## config.mk

```make
export PLATFORM = sky130hd
export DESIGN_NAME = alpharetz_spi_master_v2_flat
export DESIGN_NICKNAME = d
export VERILOG_FILES = /design/src/rtl/alpharetz_spi_master_v2_if.sv /design/src/rtl/alpharetz_spi_master_v2.sv /design/src/flat_wrapper.sv
export SDC_FILE = /design/constraint.sdc
export NUM_CORES = 1
export LEC_CHECK = 0
export CORE_ASPECT_RATIO = 1.5
export CORE_UTILIZATION = 59
export DETAILED_ROUTE_END_ITERATION = 6
export GPL_TIMING_DRIVEN = 0
export PLACE_DENSITY_LB_ADDON = 0.1
export SLEW_MARGIN = 10
export SYNTH_ARGS = -nofsm -noshare
export SYNTH_HDL_FRONTEND = slang
export SYNTH_SLANG_ARGS = --single-unit
```

## constraint.sdc

```tcl
create_clock -name sys_clk -period 4 [get_ports sys_clk]
set_input_delay 0.4 -clock sys_clk [delete_from_list [all_inputs] [get_ports sys_clk]]
set_output_delay 0.4 -clock sys_clk [all_outputs]
set_load 0.02 [all_outputs]
```

## src/rtl/alpharetz_spi_master_v2_if.sv

```systemverilog
// Request/response bus plus SPI pins for the Alpharetz SPI controller.
// The master modport is the CPU/peripheral side. The slave modport is the controller.
interface alpharetz_spi_master_v2_if #(
    parameter int SPI_DATA_WIDTH = 8,
    parameter int PERI_CNT       = 4,
    parameter int P_ADDR_WIDTH   = 2,
    parameter int DIV_WIDTH      = 8
);
    logic [SPI_DATA_WIDTH-1:0] tx_data;
    logic                      tx_valid;
    logic                      tx_ready;
    logic [P_ADDR_WIDTH-1:0]   p_addr;
    logic                      cpol;
    logic                      cpha;
    logic                      lsb_first;
    logic [DIV_WIDTH-1:0]      clk_div;
    logic                      cipo;
    logic                      copi;
    logic                      p_clk;
    logic [PERI_CNT-1:0]       p_sel_n;
    logic [SPI_DATA_WIDTH-1:0] rx_data;
    logic                      rx_valid;
    logic                      busy;

    modport master (
        output tx_data, tx_valid, p_addr, cpol, cpha, lsb_first, clk_div, cipo,
        input  tx_ready, copi, p_clk, p_sel_n, rx_data, rx_valid, busy
    );

    modport slave (
        input  tx_data, tx_valid, p_addr, cpol, cpha, lsb_first, clk_div, cipo,
        output tx_ready, copi, p_clk, p_sel_n, rx_data, rx_valid, busy
    );
endinterface

```

## src/rtl/alpharetz_spi_master_v2.sv

```systemverilog
// Full-duplex SPI controller with runtime CPOL/CPHA, clock divider and bit order.
// One word per request; select asserted at accept and released for one cycle after DONE.
module alpharetz_spi_master_v2 #(
    parameter int SPI_DATA_WIDTH = 8,
    parameter int PERI_CNT       = 4,
    parameter int P_ADDR_WIDTH   = 2,
    parameter int DIV_WIDTH      = 8
) (
    input logic                      sys_clk,
    input logic                      sync_rst_n,
    input logic                      sys_clk_en,
    alpharetz_spi_master_v2_if.slave bus
);
    localparam int CNT_W = $clog2(SPI_DATA_WIDTH) + 1;
    localparam logic [CNT_W-1:0] LAST_EDGE = CNT_W'(2 * SPI_DATA_WIDTH - 1);

    typedef enum logic [2:0] {ST_IDLE, ST_SETUP, ST_XFER, ST_HOLD, ST_DONE} state_t;

    state_t                    state_q, state_d;
    logic [DIV_WIDTH-1:0]      div_cnt_q, div_cnt_d;
    logic [DIV_WIDTH-1:0]      div_lim_q, div_lim_d;
    logic [CNT_W-1:0]          edge_cnt_q, edge_cnt_d;
    logic [SPI_DATA_WIDTH-1:0] tx_shift_q, tx_shift_d;
    logic [SPI_DATA_WIDTH-1:0] rx_shift_q, rx_shift_d;
    logic [SPI_DATA_WIDTH-1:0] rx_data_q, rx_data_d;
    logic                      cpha_q, cpha_d;
    logic                      cpol_q, cpol_d;
    logic                      lsb_q, lsb_d;
    logic                      p_clk_q, p_clk_d;
    logic                      copi_q, copi_d;
    logic [PERI_CNT-1:0]       sel_n_q, sel_n_d;
    logic                      rx_valid_q, rx_valid_d;
    logic                      busy_q, busy_d;
    logic [PERI_CNT-1:0]       sel_dec;
    logic                      tick;
    logic                      sample_edge;

    // Out-of-range addresses decode to no select at all.
    always_comb begin
        sel_dec = '1;
        for (int i = 0; i < PERI_CNT; i++) begin
            sel_dec[i] = (bus.p_addr != P_ADDR_WIDTH'(i));
        end
    end

    always_comb begin
        state_d     = state_q;
        div_cnt_d   = div_cnt_q;
        div_lim_d   = div_lim_q;
        edge_cnt_d  = edge_cnt_q;
        tx_shift_d  = tx_shift_q;
        rx_shift_d  = rx_shift_q;
        rx_data_d   = rx_data_q;
        cpha_d      = cpha_q;
        cpol_d      = cpol_q;
        lsb_d       = lsb_q;
        p_clk_d     = p_clk_q;
        copi_d      = copi_q;
        sel_n_d     = sel_n_q;
        rx_valid_d  = 1'b0;
        busy_d      = busy_q;
        tick        = (div_cnt_q == div_lim_q);
        sample_edge = 1'b0;

        unique case (state_q)
            ST_IDLE: begin
                p_clk_d = bus.cpol;
                sel_n_d = '1;
                busy_d  = 1'b0;
                if (bus.tx_valid) begin
                    state_d    = ST_SETUP;
                    div_cnt_d  = '0;
                    edge_cnt_d = '0;
                    div_lim_d  = bus.clk_div;
                    cpol_d     = bus.cpol;
                    cpha_d     = bus.cpha;
                    lsb_d      = bus.lsb_first;
                    sel_n_d    = sel_dec;
                    busy_d     = 1'b1;
                    rx_shift_d = '0;
                    // With cpha=0 the first bit must be on the wire before the leading edge.
                    if (!bus.cpha) begin
                        copi_d     = bus.lsb_first ? bus.tx_data[0] : bus.tx_data[SPI_DATA_WIDTH-1];
                        tx_shift_d = bus.lsb_first ? (bus.tx_data >> 1) : (bus.tx_data << 1);
                    end else begin
                        copi_d     = 1'b0;
                        tx_shift_d = bus.tx_data;
                    end
                end
            end
            ST_SETUP: begin
                if (tick) begin
                    div_cnt_d = '0;
                    state_d   = ST_XFER;
                end else begin
                    div_cnt_d = div_cnt_q + 1'b1;
                end
            end
            ST_XFER: begin
                if (tick) begin
                    div_cnt_d   = '0;
                    p_clk_d     = ~p_clk_q;
                    edge_cnt_d  = edge_cnt_q + 1'b1;
                    // Even edge indices are leading edges; cpha flips which one samples.
                    sample_edge = (~edge_cnt_q[0]) ^ cpha_q;
                    if (sample_edge) begin
                        rx_shift_d = lsb_q ? {bus.cipo, rx_shift_q[SPI_DATA_WIDTH-1:1]}
                                           : {rx_shift_q[SPI_DATA_WIDTH-2:0], bus.cipo};
                    end else if (edge_cnt_q != LAST_EDGE) begin
                        copi_d     = lsb_q ? tx_shift_q[0] : tx_shift_q[SPI_DATA_WIDTH-1];
                        tx_shift_d = lsb_q ? (tx_shift_q >> 1) : (tx_shift_q << 1);
                    end
                    if (edge_cnt_q == LAST_EDGE) begin
                        state_d = ST_HOLD;
                    end
                end else begin
                    div_cnt_d = div_cnt_q + 1'b1;
                end
            end
            ST_HOLD: begin
                if (tick) begin
                    div_cnt_d = '0;
                    state_d   = ST_DONE;
                end else begin
                    div_cnt_d = div_cnt_q + 1'b1;
                end
            end
            ST_DONE: begin
                state_d    = ST_IDLE;
                sel_n_d    = '1;
                rx_data_d  = rx_shift_q;
                rx_valid_d = 1'b1;
                copi_d     = 1'b0;
                busy_d     = 1'b0;
                p_clk_d    = cpol_q;
            end
            default: state_d = ST_IDLE;
        endcase
    end

    always_ff @(posedge sys_clk or negedge sync_rst_n) begin
        if (!sync_rst_n) begin
            state_q    <= ST_IDLE;
            div_cnt_q  <= '0;
            div_lim_q  <= '0;
            edge_cnt_q <= '0;
            tx_shift_q <= '0;
            rx_shift_q <= '0;
            rx_data_q  <= '0;
            cpha_q     <= 1'b0;
            cpol_q     <= 1'b0;
            lsb_q      <= 1'b0;
            p_clk_q    <= 1'b0;
            copi_q     <= 1'b0;
            sel_n_q    <= '1;
            rx_valid_q <= 1'b0;
            busy_q     <= 1'b0;
        end else if (sys_clk_en) begin
            state_q    <= state_d;
            div_cnt_q  <= div_cnt_d;
            div_lim_q  <= div_lim_d;
            edge_cnt_q <= edge_cnt_d;
            tx_shift_q <= tx_shift_d;
            rx_shift_q <= rx_shift_d;
            rx_data_q  <= rx_data_d;
            cpha_q     <= cpha_d;
            cpol_q     <= cpol_d;
            lsb_q      <= lsb_d;
            p_clk_q    <= p_clk_d;
            copi_q     <= copi_d;
            sel_n_q    <= sel_n_d;
            rx_valid_q <= rx_valid_d;
            busy_q     <= busy_d;
        end
    end

    assign bus.tx_ready = (state_q == ST_IDLE);
    assign bus.copi     = copi_q;
    assign bus.p_clk    = p_clk_q;
    assign bus.p_sel_n  = sel_n_q;
    assign bus.rx_data  = rx_data_q;
    assign bus.rx_valid = rx_valid_q;
    assign bus.busy     = busy_q;
endmodule

```

## src/flat_wrapper.sv

```systemverilog
// flat-port wrapper written by rule: the top's interface ports become plain ports
module alpharetz_spi_master_v2_flat 
#(
    parameter int SPI_DATA_WIDTH = 8,
    parameter int PERI_CNT       = 4,
    parameter int P_ADDR_WIDTH   = 2,
    parameter int DIV_WIDTH      = 8
)
  (sys_clk, sync_rst_n, sys_clk_en, bus_tx_data, bus_tx_valid, bus_p_addr, bus_cpol, bus_cpha, bus_lsb_first, bus_clk_div, bus_cipo, bus_tx_ready, bus_copi, bus_p_clk, bus_p_sel_n, bus_rx_data, bus_rx_valid, bus_busy);
  alpharetz_spi_master_v2_if #(.SPI_DATA_WIDTH(SPI_DATA_WIDTH), .PERI_CNT(PERI_CNT), .P_ADDR_WIDTH(P_ADDR_WIDTH), .DIV_WIDTH(DIV_WIDTH)) bus_i ();
  input logic sys_clk;
  input logic sync_rst_n;
  input logic sys_clk_en;
  input wire logic [$bits(bus_i.tx_data)-1:0] bus_tx_data;
  input wire logic [$bits(bus_i.tx_valid)-1:0] bus_tx_valid;
  input wire logic [$bits(bus_i.p_addr)-1:0] bus_p_addr;
  input wire logic [$bits(bus_i.cpol)-1:0] bus_cpol;
  input wire logic [$bits(bus_i.cpha)-1:0] bus_cpha;
  input wire logic [$bits(bus_i.lsb_first)-1:0] bus_lsb_first;
  input wire logic [$bits(bus_i.clk_div)-1:0] bus_clk_div;
  input wire logic [$bits(bus_i.cipo)-1:0] bus_cipo;
  output wire logic [$bits(bus_i.tx_ready)-1:0] bus_tx_ready;
  output wire logic [$bits(bus_i.copi)-1:0] bus_copi;
  output wire logic [$bits(bus_i.p_clk)-1:0] bus_p_clk;
  output wire logic [$bits(bus_i.p_sel_n)-1:0] bus_p_sel_n;
  output wire logic [$bits(bus_i.rx_data)-1:0] bus_rx_data;
  output wire logic [$bits(bus_i.rx_valid)-1:0] bus_rx_valid;
  output wire logic [$bits(bus_i.busy)-1:0] bus_busy;
  assign bus_i.tx_data = bus_tx_data;
  assign bus_i.tx_valid = bus_tx_valid;
  assign bus_i.p_addr = bus_p_addr;
  assign bus_i.cpol = bus_cpol;
  assign bus_i.cpha = bus_cpha;
  assign bus_i.lsb_first = bus_lsb_first;
  assign bus_i.clk_div = bus_clk_div;
  assign bus_i.cipo = bus_cipo;
  assign bus_tx_ready = bus_i.tx_ready;
  assign bus_copi = bus_i.copi;
  assign bus_p_clk = bus_i.p_clk;
  assign bus_p_sel_n = bus_i.p_sel_n;
  assign bus_rx_data = bus_i.rx_data;
  assign bus_rx_valid = bus_i.rx_valid;
  assign bus_busy = bus_i.busy;
  alpharetz_spi_master_v2 #(.SPI_DATA_WIDTH(SPI_DATA_WIDTH), .PERI_CNT(PERI_CNT), .P_ADDR_WIDTH(P_ADDR_WIDTH), .DIV_WIDTH(DIV_WIDTH)) u_core (.sys_clk(sys_clk), .sync_rst_n(sync_rst_n), .sys_clk_en(sys_clk_en), .bus(bus_i));
endmodule
```

==> Word-level counts from Yosys, hierarchy flattened <==
Cells that the tools add are included.
{ "classes": {"n_reduce_logical": 17, "shifts": 0, "n_lt_le_gt_ge": 0, "n_eq_ne": 18, "n_bitwise": 3, "muxes": 39, "n_div": 0, "mul": 0, "n_addsub": 2} }
{ "ops": {"columns": ["operator", "count"], "rows": [
  ["8-bit two-way mux", 12],
  ["8-bit one-hot mux with 2 select lines", 3],
  ["6-bit AND reduction", 3],
  ["4-bit one-hot mux with 2 select lines", 2],
  ["3-bit two-way mux", 5],
  ["2-bit by 1-bit inequality test with 1-bit output (second input constant)", 7],
  ["4-bit two-way mux", 3],
  ["3-bit one-hot mux with 4 select lines", 1],
  ["1-bit two-way mux", 10],
  ["3-bit AND reduction", 3],
  ["8-bit by 1-bit adder with 8-bit output (second input constant)", 1],
  ["8-bit equality test", 1],
  ["2-bit inequality test (second input constant)", 4],
  ["2-bit nonzero test", 4],
  ["3-bit by 2-bit equality test with 1-bit output (second input constant)", 2],
  ["1-bit one-hot mux with 3 select lines", 2],
  ["5-bit AND reduction", 1],
  ["4-bit by 1-bit adder with 4-bit output (second input constant)", 1],
  ["4-bit equality test (second input constant)", 1],
  ["4-bit inequality test (second input constant)", 1],
  ["2-bit AND reduction", 2],
  ["4-bit AND reduction", 1],
  ["3-bit by 1-bit equality test with 1-bit output (second input constant)", 1],
  ["3-bit equality test (second input constant)", 1],
  ["other kinds (6)", 7]
]} }
{ "totals": {"out_inout_bits": 17, "mem_count": 0, "inputBits": 26, "regBits": 58, "ramBits": 0, "word_cells": 94, "rom_bits": 0, "latchBits": 0} }

==> Longest topological paths before layout <==
Gate-level depths: netlist of the first run.
{ "logic_depth": {"depth_word": 5, "mapped_depth": 8, "mapped_depth_nobuf": 6} }

==> Worst setup path before layout of the first run <==
OpenSTA, ideal clock, no wires.
{ "synth_timing": {"kind": "register to register", "start": "reg u_core.div_cnt_q[2]", "end": "reg u_core.edge_cnt_q[2]", "required_ps": 3876, "setup_ps": 124, "path_stages_with_launch": 6, "path_slack_ps": 2210, "path_buffers": 0, "arrival_ps": 1667, "cell_sequence": "dfrtp_1 xnor2_1 nand4_2 o31ai_4 nand2_4 a211o_1"} }
{ "synth_between": {"elab_chain_cells": 3} }
{ "synth_rtl": {"columns": ["item", "line", "text"], "rows": [
  ["from (decl)", "alpharetz_spi_master_v2.sv:20", "logic [DIV_WIDTH-1:0] div_cnt_q, div_cnt_d;"],
  ["from (signal assigned)", "alpharetz_spi_master_v2.sv:160", "div_cnt_q <= div_cnt_d;"],
  ["8-bit equality test", "alpharetz_spi_master_v2.sv:62", "tick = (div_cnt_q == div_lim_q);"],
  ["2-bit by 1-bit inequality test with 1-bit output (no source line)", null, null],
  ["4-bit AND reduction (no source line)", null, null],
  ["to (signal assigned)", "alpharetz_spi_master_v2.sv:162", "edge_cnt_q <= edge_cnt_d;"],
  ["to (decl)", "alpharetz_spi_master_v2.sv:22", "logic [CNT_W-1:0] edge_cnt_q, edge_cnt_d;"]
]} }
Every way passes these cells.
A chain may end at the register's enable or synchronous reset.

==> Worst setup path in the final report of the first run <==
{ "layout_timing": {"start": "reg u_core.state_q[0]", "end": "out bus_tx_ready"} }
{ "layout_between": {"elab_chain_cells": 1} }
{ "layout_rtl": {"columns": ["item", "line", "text"], "rows": [
  ["from (decl)", "alpharetz_spi_master_v2.sv:19", "state_t state_q, state_d;"],
  ["from (signal assigned)", "alpharetz_spi_master_v2.sv:159", "state_q <= state_d;"],
  ["3-bit zero test", "alpharetz_spi_master_v2.sv:177", "assign bus.tx_ready = (state_q == ST_IDLE);"],
  ["to (decl)", "flat_wrapper.sv:22", "output wire logic [$bits(bus_i.tx_ready)-1:0] bus_tx_ready;"]
]} }
Every way passes these cells.

==> results of run 1 <==
==> report_power, final <==
part           switching [mW]  internal (mW)  leakage, nW  total [mW]
clock                   0.225          0.274       0.0965       0.499
sequential             0.0757          0.656        0.745       0.732
combinational           0.185          0.164        0.821       0.349
==> cell usage in the layout (no fill, tap or decap), types with 11 or more instances in the layout <==
master           synthesis  routed
nand2_1                 52      52
a21oi_1                 12      12
clkbuf_8                 0      12
dfrtp_1                 54      54
nand3_1                 11      11
o2bb2ai_1               14      14
clkdlybuf4s50_1          0      39
mux2i_1                 22      22
mux2_2                  14      14
o21ai_0                 19      19
nor2_1                  17      17
==> area by class of cell <==
| class | instances | area (um^2) | area share, % |
|---|---|---|---|
| inverter | 7 | 26.28 | 0.7023 |
| buffer | 16 | 70.07 | 1.873 |
| timing repair buffer | 40 | 397.9 | 10.64 |
| tap | 66 | 82.58 | 2.207 |
| multi-input combinational | 229 | 1525 | 40.77 |
| clock buffer | 14 | 172.7 | 4.615 |
| sequential | 58 | 1456 | 38.93 |
| clock inverter | 2 | 10.01 | 0.2676 |
==> state kept, by name, summed over array words and instances (netlist names), 3 cells and up <==
signal / cells
u_core.div_cnt_q: 8
u_core.bus.rx_data: 8
u_core.rx_shift_q: 8
u_core.state_q: 3
u_core.edge_cnt_q: 4
u_core.div_lim_q: 8
u_core.tx_shift_q: 8
u_core.bus.p_sel_n: 4
==> critical path: stages, from the launching register on <==
cell and delay, ns:
dfrtp_1 0.35, buf_2 0.17, buf_2 0.20, nor3_1 0.26, clkdlybuf4s50_1 0.65
==> kinds of logic (layout without fill, tap and decap cells) <==
logic type / count (synthesis) / count (layout) / share of synthesized area, %
XOR/XNOR: 9 / 9 / 2.561
buffers and inverters: 23 / 79 / 3.130
flip-flops: 58 / 58 / 47.32
multiplexers: 36 / 36 / 12.28
AND/OR/NAND/NOR: 111 / 111 / 17.52
AO/OA/AOI/OAI: 71 / 71 / 16.38
adder cells (fa/ha/maj): 2 / 2 / 0.8129
==> worst min path at each step <==
| stage | start | to | slack [ns] | cells past startpoint |
|---|---|---|---|---|
| 2_1_floorplan | sync_rst_n | u_core.bus.busy | 0.10 | 0 |
| 4_1_cts | sync_rst_n | u_core.div_lim_q[3] | 0.14 | 1 |
| 3_3_place_gp | u_core.bus.rx_valid | u_core.bus.rx_valid | 0.46 | 1 |
| 5_1_grt | sync_rst_n | u_core.div_lim_q[3] | 0.18 | 1 |
| 3_5_place_dp | u_core.cpol_q | u_core.cpol_q | 0.48 | 2 |
| 6_report | sync_rst_n | u_core.div_lim_q[3] | 0.11 | 1 |
==> metal layers <==
layer  GRT usage [%]  wire length, um  part of all wire, %  vias up
li1                -                -                    -     1231
met1           35.04             2878                   42     1233
met2           43.68             3453                   50       69
met3           7.593              290                  4.2       23
met4           13.45              218                  3.2        0
met5               0                0                    0        -
==> stage by stage <==
step	worst slack [ns]	instance area (um^2)	instances
6_report	1.632	3741	432
2_1_floorplan	2.210	3078	310
3_5_place_dp	1.602	3558	416
5_1_grt	1.591	3741	432
3_3_place_gp	0.7608	3561	416
4_1_cts	1.659	3741	432
==> impl_metrics.toml, run 1 <==
[outcome]
status = "complete, no violations"

[clock_tree]
cts_tree = "yes"
cts_resized = 0
clkSinkCount = 58
insertion_delay_ns = 0.34
cts_root_buf = "clkbuf_8"
cts_setup_buffers = 0
clk_pin_slew_ns = 0.06
cts_hold_buf = 0
cts_buffer_depth = 2
htreeDepth = 3
cts_inserted_buffers = 9

[floorplanning]
fp.dieH_um = 90.46
ios = 43
dieArea_um2 = 5516
core-area_um2 = 4926
die_x_um = 60.98
rows = 31
start_util_pct = 62.48

[worst_setup_path]
r2r_end = "u_core.rx_shift_q[7]"
crit_fanout = 10
crit_required_ns = 3.60
reg2reg_depth = 5
arrival_ns = 1.97
cp-endpoint = "bus_tx_ready"
worstReg2RegStart = "u_core.div_cnt_q[6]"
rrSetupSlack_ns = 1.90
crit_type = "reg -> out"
cp-end-kind = "output port"
cp-startpoint = "u_core.state_q[0]"
start_kind = "flip-flop"

[detailed_routing]
drc = 0
vias_per_cell = 5.917
drt_iter0_markers = 213
drt_pass1_iterations = 4
wl_per_cell_um = 15.84
ant_nets = 0
vias = 2556
wirelength_um = 6841

[placement]
port_buffers = 40
hpwl_um = 4733
gp_congestion = 0.8670

[grt]
grt_pass1_wl_um = 11450
overflow = 0
grt_max_degree = 59
grt_usage_pct = 27.98
antenna_found_initial = 0
grt_pass1_vias = 2545

[timing]
rsz0062_at_grt = "no"
whs_ns = 0.1078
setup_tns_ns = 0
finalSetupViolations = 0
tightestPinTransition_ns = 0.7610
min_period_ns = 2.368
period_share_pct = 59.19
fin_skew_ns = 0.005685
max_clock_freq_ghz = 0.4224
finalHoldViolCount = 0
drv_slew = 0
slew_headroom_pct = 48.87

[run]
cap_violations = 0

[logic_synthesis]
yosys.cell_types.count = 51
synth-seq-cells = 58
ys.flop_type = "dfrtp_1"
syn-num-nets = 338
avgSynthCellArea_um2 = 9.929
yosysWarnings = 0
synthArstFlopShare_pct = 100.0
yosysTopAreaCell = "dfrtp_1"
synth_cells = 310
syn_area_um2 = 3078
yosysSeqAreaShare_pct = 47.32
synth_area_leaders = "dfrtp_1 (44%), mux2i_1 (7.2%), nand2_1 (6.3%)"
yosysTopAreaCellShare_pct = 43.90
netlist_top_cells_count = "dfrtp_1 (54), nand2_1 (52), mux2i_1 (22)"
synth_edf_count = 0
synth.most_common_cell = "dfrtp_1"

[power]
cellPowerDensity_nw_per_um2 = 422.5
ir_worst_vdd_mv = 0.2820
total_power_mw = 1.580
power_leakage_nw = 1.663

[cells_and_area]
nFillCells = 357
final_util_pct = 75.95
drive_gt1_share_pct = 14.48
syn_to_final_growth_pct = 21.54
nets = 389
num_antenna_cells = 0

[min_path]
hold_class = "in -> async"
No activity file was read; power rests on OpenSTA's default activity.
==> run 2, diff against run 1 <==
Settings changed: CORE_UTILIZATION 59 to 55.
Clock period 4 ns to 2.4 ns, I/O delays scaled along.
==> run 2 against run 1 <==
Net effect:
- setup slack worse by 1.4 ns
- count of clock-buffer cells in the layout is 4 lower
- critical path depth unchanged
- wire length fell by 1.6%
- die area up 7.1%
- final cell count is 1.2% higher
- register-to-register slack worse by 1.6 ns
- sequential share of layout area shrank 0.18 points
- worst hold slack improved by 0.26 ns
- critical endpoint unchanged
- largest cell class unchanged
- largest power group unchanged
==> impl_metrics.toml, run 2 (synthesis gave the netlist of run 1 again) <==
[timing]
setup_slack_ns = 0.2330
whs_ns = 0.3714
fin_skew_ns = 0.007555
rsz0062_at_grt = "no"
min_period_ns = 2.167
drv_slew = 0
finalSetupViolations = 0
period_share_pct = 90.29
finalHoldViolCount = 0
tightestPinTransition_ns = 0.7751
slew_headroom_pct = 47.93
max_clock_freq_ghz = 0.4615

[worst_setup_path]
arrival_ns = 1.93
worstReg2RegStart = "u_core.div_cnt_q[3]"
path_cells = "buf_2, buf_2, nor3_1, clkdlybuf4s50_1"
cp-end-kind = "output port"
cp_top_family = "buffers and inverters"
reg2reg_depth = 5
crit_cells = 4
cp-startpoint = "u_core.state_q[0]"
r2r_end = "u_core.rx_shift_q[6]"
path_common_cell = "buf_2"
crit_fanout = 10
crit_required_ns = 2.16
cp_slowest_cell = "clkdlybuf4s50_1"
cp-endpoint = "bus_tx_ready"
path_buf_inv = 3
rrSetupSlack_ns = 0.26
start_kind = "flip-flop"
crit_type = "reg -> out"
cpPeakStageDelay_ns = 0.64

[cells_and_area]
nets = 390
num_antenna_cells = 0
layout_common_cells = "dfrtp_1 (54), nand2_1 (52), clkdlybuf4s50_1 (39), mux2i_1 (22), o21ai_0 (19)"
drive_gt1_share_pct = 14.71
fin_area_um2 = 3759
syn_to_final_growth_pct = 22.11
final_common_cell = "dfrtp_1"

[clock_tree]
clk_pin_slew_ns = 0.06
insertion_delay_ns = 0.34
htreeDepth = 3
cts_setup_buffers = 0
cts_tree = "yes"
cts_inserted_buffers = 9
clkSinkCount = 58
cts_hold_buf = 1
cts_resized = 0
cts_buffer_depth = 2
cts_root_buf = "clkbuf_8"

[placement]
gp_congestion = 0.8167
dpl_cell_area_um2 = 3563
port_buffers = 40
pre_cts_ws_ns = 0.2076
hpwl_um = 4651

[grt]
grt_pass1_wl_um = 11210
grt_pass1_vias = 2427
grt_max_degree = 59
grt_usage_pct = 24.47
overflow = 0
antenna_found_initial = 0

[power]
cellPowerDensity_nw_per_um2 = 704.8
power_leakage_nw = 1.667
ir_worst_vdd_mv = 0.4226

[detailed_routing]
wirelength_um = 6732
drt_iter0_markers = 158
wl_per_cell_um = 15.41
vias = 2516
drc = 0
ant_nets = 0
vias_per_cell = 5.757
drt_pass1_iterations = 4

[floorplanning]
start_util_pct = 56.90
core-area_um2 = 5409
fp.dieH_um = 93.62
ios = 43
rows = 33
dieArea_um2 = 5906
die_x_um = 63.08

[outcome]
status = "complete, no violations"

[min_path]
hold_class = "in -> reg"

[run]
cap_violations = 0
[run 2: worst reg2reg max path: stages, from the launching register on]
cell       delay [ns]
dfrtp_1          0.43
xnor2_1          0.22
nand4_2          0.28
o31ai_4          0.60
nand3_2          0.28
o2bb2ai_1        0.21
[run 2: cell type report]
| class | instances | area (um^2) |
|---|---|---|
| tap | 70 | 87.58 |
| timing repair buffer | 41 | 407.9 |
| clock inverter | 6 | 57.56 |
| fill | 446 | 1650 |
| buffer | 16 | 70.07 |
| multi-input combinational | 229 | 1525 |
| clock buffer | 10 | 127.6 |
| sequential | 58 | 1456 |
| inverter | 7 | 26.28 |
[run 2: metal layers]
metal	wire length, um	up-vias	part of all wire [%]	GRT usage, %
met5	0	-	0	0
met4	89	0	1.3	10.27
met3	267	12	4.0	5.732
met2	3407	52	51	41.04
met1	2968	1218	44	29.86
li1	-	1234	-	-
[run 2: how the worst min path moves through the flow]
stage / from / to / slack, ns / depth (start not counted)
global route: bus_lsb_first / u_core.lsb_q / 0.39 / 2
floorplan: sync_rst_n / u_core.bus.busy / -0.06 / 0
finish: bus_lsb_first / u_core.lsb_q / 0.37 / 2
global placement: u_core.bus.rx_valid / u_core.bus.rx_valid / 0.46 / 1
CTS: bus_lsb_first / u_core.lsb_q / 0.37 / 2
detailed placement: sync_rst_n / u_core.div_lim_q[1] / 0.35 / 1
[run 2: through the flow]
| step | instances | TNS, ns | utilization, % | power [mW] |
|---|---|---|---|---|
| final | 437 | 0 | 69.49 | 2.649 |
| after global routing | 437 | 0 | 69.49 | 2.791 |
| after CTS | 437 | 0 | 69.49 | 2.662 |
| after detailed placement | 420 | 0 | 65.88 | 1.809 |
| after global placement | 420 | -40.01 | 65.93 | 1.794 |
| after floorplan | 310 | 0 | - | 1.610 |
[run 2: where the power goes]
group	switching, mW	internal [mW]
sequential	0.121	1.09
combinational	0.304	0.274
clock	0.385	0.471
total	0.810	1.84
